## config.mk

```make
export PLATFORM = sky130hd
export DESIGN_NAME = adc_avg_seq
export DESIGN_NICKNAME = d
export VERILOG_FILES = /design/src/rtl/adc_avg_seq.sv
export SDC_FILE = /design/constraint.sdc
export NUM_CORES = 1
export LEC_CHECK = 0
export CAP_MARGIN = 20
export CORE_AREA = 2 2 68 70
export CTS_BUF_LIST = sky130_fd_sc_hd__clkbuf_2 sky130_fd_sc_hd__clkbuf_4 sky130_fd_sc_hd__clkbuf_8
export DETAILED_ROUTE_END_ITERATION = 8
export DIE_AREA = 0 0 70 72
export PLACE_DENSITY = 0.68
export SKIP_CTS_REPAIR_TIMING = 1
export SLEW_MARGIN = 20
export SYNTH_ARGS = -nofsm -noshare
export SYNTH_HDL_FRONTEND = slang
export SYNTH_SLANG_ARGS = --single-unit
```

## constraint.sdc

```tcl
create_clock -name clk_i -period 2.4 [get_ports clk_i]
set_input_delay 0.72 -clock clk_i [delete_from_list [all_inputs] [get_ports clk_i]]
set_output_delay 0.72 -clock clk_i [all_outputs]
set_load 0.02 [all_outputs]
```

## src/rtl/adc_avg_seq.sv

```systemverilog
// Purpose: ADC conversion sequencer with 2^AVG_LOG2 sample averaging and a sticky overrun flag.
// Latency: start pulse one cycle after the tick; average on data_o one cycle after the last ready strobe.
// Backpressure: single output register; a new average arriving while it is held is dropped and flagged.
module adc_avg_seq #(
    parameter int RESOLUTION = 4,
    parameter int AVG_LOG2   = 2,
    parameter int PERIOD_W   = 16
) (
    input  logic                  clk_i,
    input  logic                  rst_i,
    input  logic                  en_i,
    input  logic [PERIOD_W-1:0]   period_i,
    input  logic                  clr_ovr_i,
    output logic                  adc_start_o,
    input  logic                  adc_rdy_i,
    input  logic [RESOLUTION-1:0] adc_data_i,
    output logic [RESOLUTION-1:0] data_o,
    output logic                  valid_o,
    input  logic                  ready_i,
    output logic                  overrun_o
);

    localparam int ACC_W = RESOLUTION + AVG_LOG2;
    // Pass-through still needs a one-bit counter; it simply never leaves zero.
    localparam int CNT_W = (AVG_LOG2 > 0) ? AVG_LOG2 : 1;
    localparam logic [CNT_W-1:0] CNT_LAST = CNT_W'((1 << AVG_LOG2) - 1);

    localparam logic [1:0] S_OFF   = 2'd0;
    localparam logic [1:0] S_ARMED = 2'd1;
    localparam logic [1:0] S_BUSY  = 2'd2;

    logic [1:0]            r_state;
    logic [PERIOD_W-1:0]   r_timer;
    logic [ACC_W-1:0]      r_acc;
    logic [CNT_W-1:0]      r_cnt;
    logic                  r_start;
    logic [RESOLUTION-1:0] r_data;
    logic                  r_valid;
    logic                  r_ovr;

    logic [1:0]            w_state_nxt;
    logic                  w_tick;
    logic                  w_rdy_acc;
    logic [ACC_W-1:0]      w_acc_next;
    logic                  w_last;
    logic                  w_avg_vld;
    logic [RESOLUTION-1:0] w_avg;
    logic                  w_out_free;
    logic                  w_ovr_set;

    assign w_tick     = (r_state != S_OFF) && (r_timer == '0);
    // Strobes outside a conversion are stray and must not touch the accumulator.
    assign w_rdy_acc  = (r_state == S_BUSY) && adc_rdy_i;
    assign w_acc_next = r_acc + ACC_W'(adc_data_i);
    assign w_last     = (r_cnt == CNT_LAST);
    assign w_avg_vld  = w_rdy_acc && w_last;
    // Truncating mean: drop the AVG_LOG2 LSBs of the completed sum.
    assign w_avg      = w_acc_next[ACC_W-1:AVG_LOG2];
    assign w_out_free = !r_valid || ready_i;
    assign w_ovr_set  = (w_tick && (r_state == S_BUSY)) || (w_avg_vld && !w_out_free);

    // Next-state selection; disable wins over a coinciding tick in ARMED,
    // while BUSY always waits for the in-flight result.
    always_comb begin
        w_state_nxt = r_state;
        case (r_state)
            S_OFF: begin
                if (en_i) w_state_nxt = S_ARMED;
            end
            S_ARMED: begin
                if (!en_i)       w_state_nxt = S_OFF;
                else if (w_tick) w_state_nxt = S_BUSY;
            end
            S_BUSY: begin
                if (adc_rdy_i) w_state_nxt = en_i ? S_ARMED : S_OFF;
            end
            default: w_state_nxt = S_OFF;
        endcase
    end

    // State register.
    always_ff @(posedge clk_i or posedge rst_i) begin
        if (rst_i) r_state <= S_OFF;
        else       r_state <= w_state_nxt;
    end

    // Trigger timer: parked at period_i while off, reloads on every tick.
    always_ff @(posedge clk_i or posedge rst_i) begin
        if (rst_i)                  r_timer <= '0;
        else if (r_state == S_OFF)  r_timer <= period_i;
        else if (w_tick)            r_timer <= period_i;
        else                        r_timer <= r_timer - PERIOD_W'(1);
    end

    // One-cycle start pulse issued only for the ARMED -> BUSY transition.
    always_ff @(posedge clk_i or posedge rst_i) begin
        if (rst_i) r_start <= 1'b0;
        else       r_start <= (r_state == S_ARMED) && (w_state_nxt == S_BUSY);
    end

    // Accumulator and sample count; anything heading to OFF discards the partial group.
    always_ff @(posedge clk_i or posedge rst_i) begin
        if (rst_i) begin
            r_acc <= '0;
            r_cnt <= '0;
        end else if (w_state_nxt == S_OFF) begin
            r_acc <= '0;
            r_cnt <= '0;
        end else if (w_rdy_acc) begin
            if (w_last) begin
                r_acc <= '0;
                r_cnt <= '0;
            end else begin
                r_acc <= w_acc_next;
                r_cnt <= r_cnt + CNT_W'(1);
            end
        end
    end

    // Output register: load when free (empty or being consumed), else hold.
    always_ff @(posedge clk_i or posedge rst_i) begin
        if (rst_i) begin
            r_data  <= '0;
            r_valid <= 1'b0;
        end else if (w_avg_vld && w_out_free) begin
            r_data  <= w_avg;
            r_valid <= 1'b1;
        end else if (r_valid && ready_i) begin
            r_valid <= 1'b0;
        end
    end

    // Sticky overrun; a set event in the same cycle as a clear keeps it high.
    always_ff @(posedge clk_i or posedge rst_i) begin
        if (rst_i)          r_ovr <= 1'b0;
        else if (w_ovr_set) r_ovr <= 1'b1;
        else if (clr_ovr_i) r_ovr <= 1'b0;
    end

    assign adc_start_o = r_start;
    assign data_o      = r_data;
    assign valid_o     = r_valid;
    assign overrun_o   = r_ovr;

endmodule

```

==> results.py <==
metrics = {
    "route": {
        "ant_nets": 0,
        "drtPass1Iterations": 4,
        "vias_per_cell": 5.38,
        "drc": 0,
        "vias": 1523,
        "drt_wl_total_um": 3810,
        "first_iter_violations": 75,
        "wl_per_cell_um": 13.5,
    },
    "floorplanning": {
        "row_count": 24,
        "core_mm2": 0.00426,
        "die_y_um": 72,
        "start_util_pct": 44.0,
        "dieArea_mm2": 0.00504,
        "die_x_um": 70,
        "io_pins": 33,
    },
    "final_layout": {
        "antenna_cells": 0,
        "utilization_pct": 57.0,
        "final_cell_mix": "33 x dfrtp_1, 32 x clkdlybuf4s50_1, 22 x a21oi_1",
        "drive_gt1_share_pct": 16.9,
        "instances_no_fill": 283,
        "syn2layout_area_growth_pct": 29.5,
        "nNetsFinal": 264,
        "layout_commonest_cell": "dfrtp_1",
        "fill_cells": 398,
    },
    "run": {
        "cap_violations": 0,
    },
    "clock_network": {
        "htreeDepth": 2,
        "cts.sinks": 33,
        "clkLatencyLatePin_ns": 0.28,
        "cts_tree": "built",
        "cts.reportedPaths.clkPinSlew_ns": 0.06,
        "clk_path_buf_depth": 2,
        "tritoncts.num_buffers": 5,
        "cts_root_buf": "clkbuf_8",
    },
    "sta": {
        "hold-worst-slack_ns": 0.510,
        "fmax_mhz": 429,
        "rsz0062_at_grt": "false",
        "setup_tns_ns": 0,
        "relSlewSlack_pct": 64.2,
        "maxSlewViolCount": 0,
        "finalHoldViolCount": 0,
        "setup_viol": 0,
        "clock_skew_ns": 0.00512,
        "worst_slew_pin_slew_ns": 0.537,
        "setup_slack_ns": 0.0689,
        "timing.final.crit_share_pct": 97.1,
        "period_needed_ns": 2.33,
    },
    "logic_synthesis": {
        "syn_area_mm2": 0.00188,
        "synth_edf_count": 0,
        "yosysSeqAreaShare_pct": 44.0,
        "async_flop_share_pct": 100,
        "synth_nets": 216,
        "synth-main-ff-cell": "dfrtp_1",
        "synth.distinct_cells": 43,
        "avgSynthCellArea_um2": 10.3,
        "ys_warn_count": 0,
        "ys_ff_latch": 33,
        "synthCells": 182,
    },
    "worst_setup_path": {
        "critPathKind": "in -> reg",
        "startpoint_type": "input pin",
        "end_kind": "register",
        "arrival_ns": 2.50,
        "required_ns": 2.57,
        "critPathMaxFanout": 2,
    },
    "global_route": {
        "grt_pass1_vias": 1473,
        "grt_overflow": 0,
        "antenna_found_initial": 0,
        "grt_max_degree": 34,
        "grt_usage_pct": 16.7,
        "grt_pass1_wl_um": 6690,
    },
    "power": {
        "p_clk_share_pct": 34.0,
        "peakVddDrop_uv": 477,
        "p_seq_share_pct": 52.2,
        "p_int_w": 0.000897,
        "p_per_area_mw_per_mm2": 498,
        "leakagePower_nw": 1.05,
        "p_sw_w": 0.000312,
        "switching_share_pct": 25.8,
        "power_frac_comb_pct": 13.9,
    },
    "place": {
        "place_ws_ns": -0.272,
        "dp_hpwl_um": 2770,
        "place_inst": 274,
        "gp_congestion": 0.917,
        "numPortBuffers": 32,
    },
    "min_path": {
        "min_path_type": "reg -> reg",
    },
    "outcome": {
        "status": "finished, final reports clean",
    },
}
-- final timing paths --
path | startpoint | endpoint | slack, ns | cells past startpoint
setup / recovery | adc_data_i[0] | data_o[2] | 0.07 | 7
hold / removal | data_o[2] | data_o[2] | 0.51 | 1
setup reg to reg | r_timer[0] | r_timer[7] | 0.47 | 6
hold reg to reg | data_o[2] | data_o[2] | 0.51 | 1
max in group asynchronous | rst_i | r_timer[1] | 1.27 | 3
min in group asynchronous | rst_i | data_o[2] | 0.83 | 3
-- synth_stat cells (2+ instances only) --
library cell / instances / area (µm²)
nor3b_1: 4 / 30.0
buf_6: 2 / 22.5
nand3b_1: 3 / 22.5
nor2b_1: 4 / 25.0
mux2_2: 10 / 113
nor2_1: 9 / 33.8
or4_1: 5 / 37.5
o31ai_1: 2 / 15.0
dfrtp_1: 33 / 826
a21o_1: 2 / 15.0
nand4b_1: 3 / 26.3
nor3_1: 4 / 20.0
nand3_1: 2 / 10.0
nand2_1: 14 / 52.6
a31oi_1: 5 / 31.3
and3_1: 2 / 12.5
nor4_4: 2 / 42.5
xor2_1: 4 / 35.0
a21oi_1: 23 / 115
xnor2_1: 10 / 87.6
o21ai_0: 3 / 15.0
ha_1: 7 / 87.6
inv_1: 6 / 22.5
clkbuf_1: 4 / 15.0
-- through the flow --
stage                     instance area (µm²)  total power (W)
after floorplan                          1880         0.000733
after global placement                   2330         0.000807
after detailed placement                 2330         0.000809
after CTS                                2410          0.00122
after global routing                     2430          0.00126
final                                    2430          0.00121
-- layer usage --
layer | global-route usage [%] | routed length (µm) | vias to the layer above
met1 | 20.9 | 1720 | 720
met5 | 0 | 0 | -
met3 | 4.44 | 223 | 5
met4 | 5.13 | 39 | 0
met2 | 28.6 | 1830 | 42
li1 | - | - | 756
-- cells by family (layout without fill, tap and decap cells) --
logic type	after synthesis	count (layout)	share of synthesized area [%]
adder cells (fa/ha/maj)	8	8	5.74
multiplexers	11	11	6.54
flip-flops	33	33	44.0
XOR/XNOR	14	14	6.54
AO/OA/AOI/OAI	42	42	13.1
buffers and inverters	12	61	3.20
AND/OR/NAND/NOR	62	62	20.8
-- power by group through the flow --
stage / sequential (W) / clock, W / combinational, W
global route: 0.000635 / 0.000440 / 0.000188
global placement: 0.000639 / 0 / 0.000168
CTS: 0.000630 / 0.000421 / 0.000170
finish: 0.000631 / 0.000411 / 0.000168
detailed placement: 0.000639 / 0 / 0.000169
floorplan: 0.000632 / 0 / 0.000102
-- sequential cells by signal, summed over array words and instances, names as in the netlist --
signal and count:
r_timer 16, data_o 4, r_acc 6, r_cnt 2, r_state 2, adc_start_o 1
valid_o 1, overrun_o 1
-- final cells by class --
| cell class | instances | area, µm² | area share, % |
|---|---|---|---|
| multi-input cells | 137 | 996 | 41.0 |
| flip-flops and latches | 33 | 826 | 34.0 |
| repair buffers | 47 | 433 | 17.8 |
| clock buffers | 6 | 76.3 | 3.14 |
| well taps | 52 | 65.1 | 2.68 |
| inverters | 6 | 22.5 | 0.927 |
| clock inverters | 2 | 10.0 | 0.412 |
-- worst max-delay path, stage by stage --
cell and delay, ns:
clkdlybuf4s50_1 0.41, ha_1 0.23, fa_1 0.40, a21o_1 0.19
a21oi_1 0.21, xnor2_1 0.09, mux2_2 0.26
Note: power is estimated with default switching activity, not from simulation.
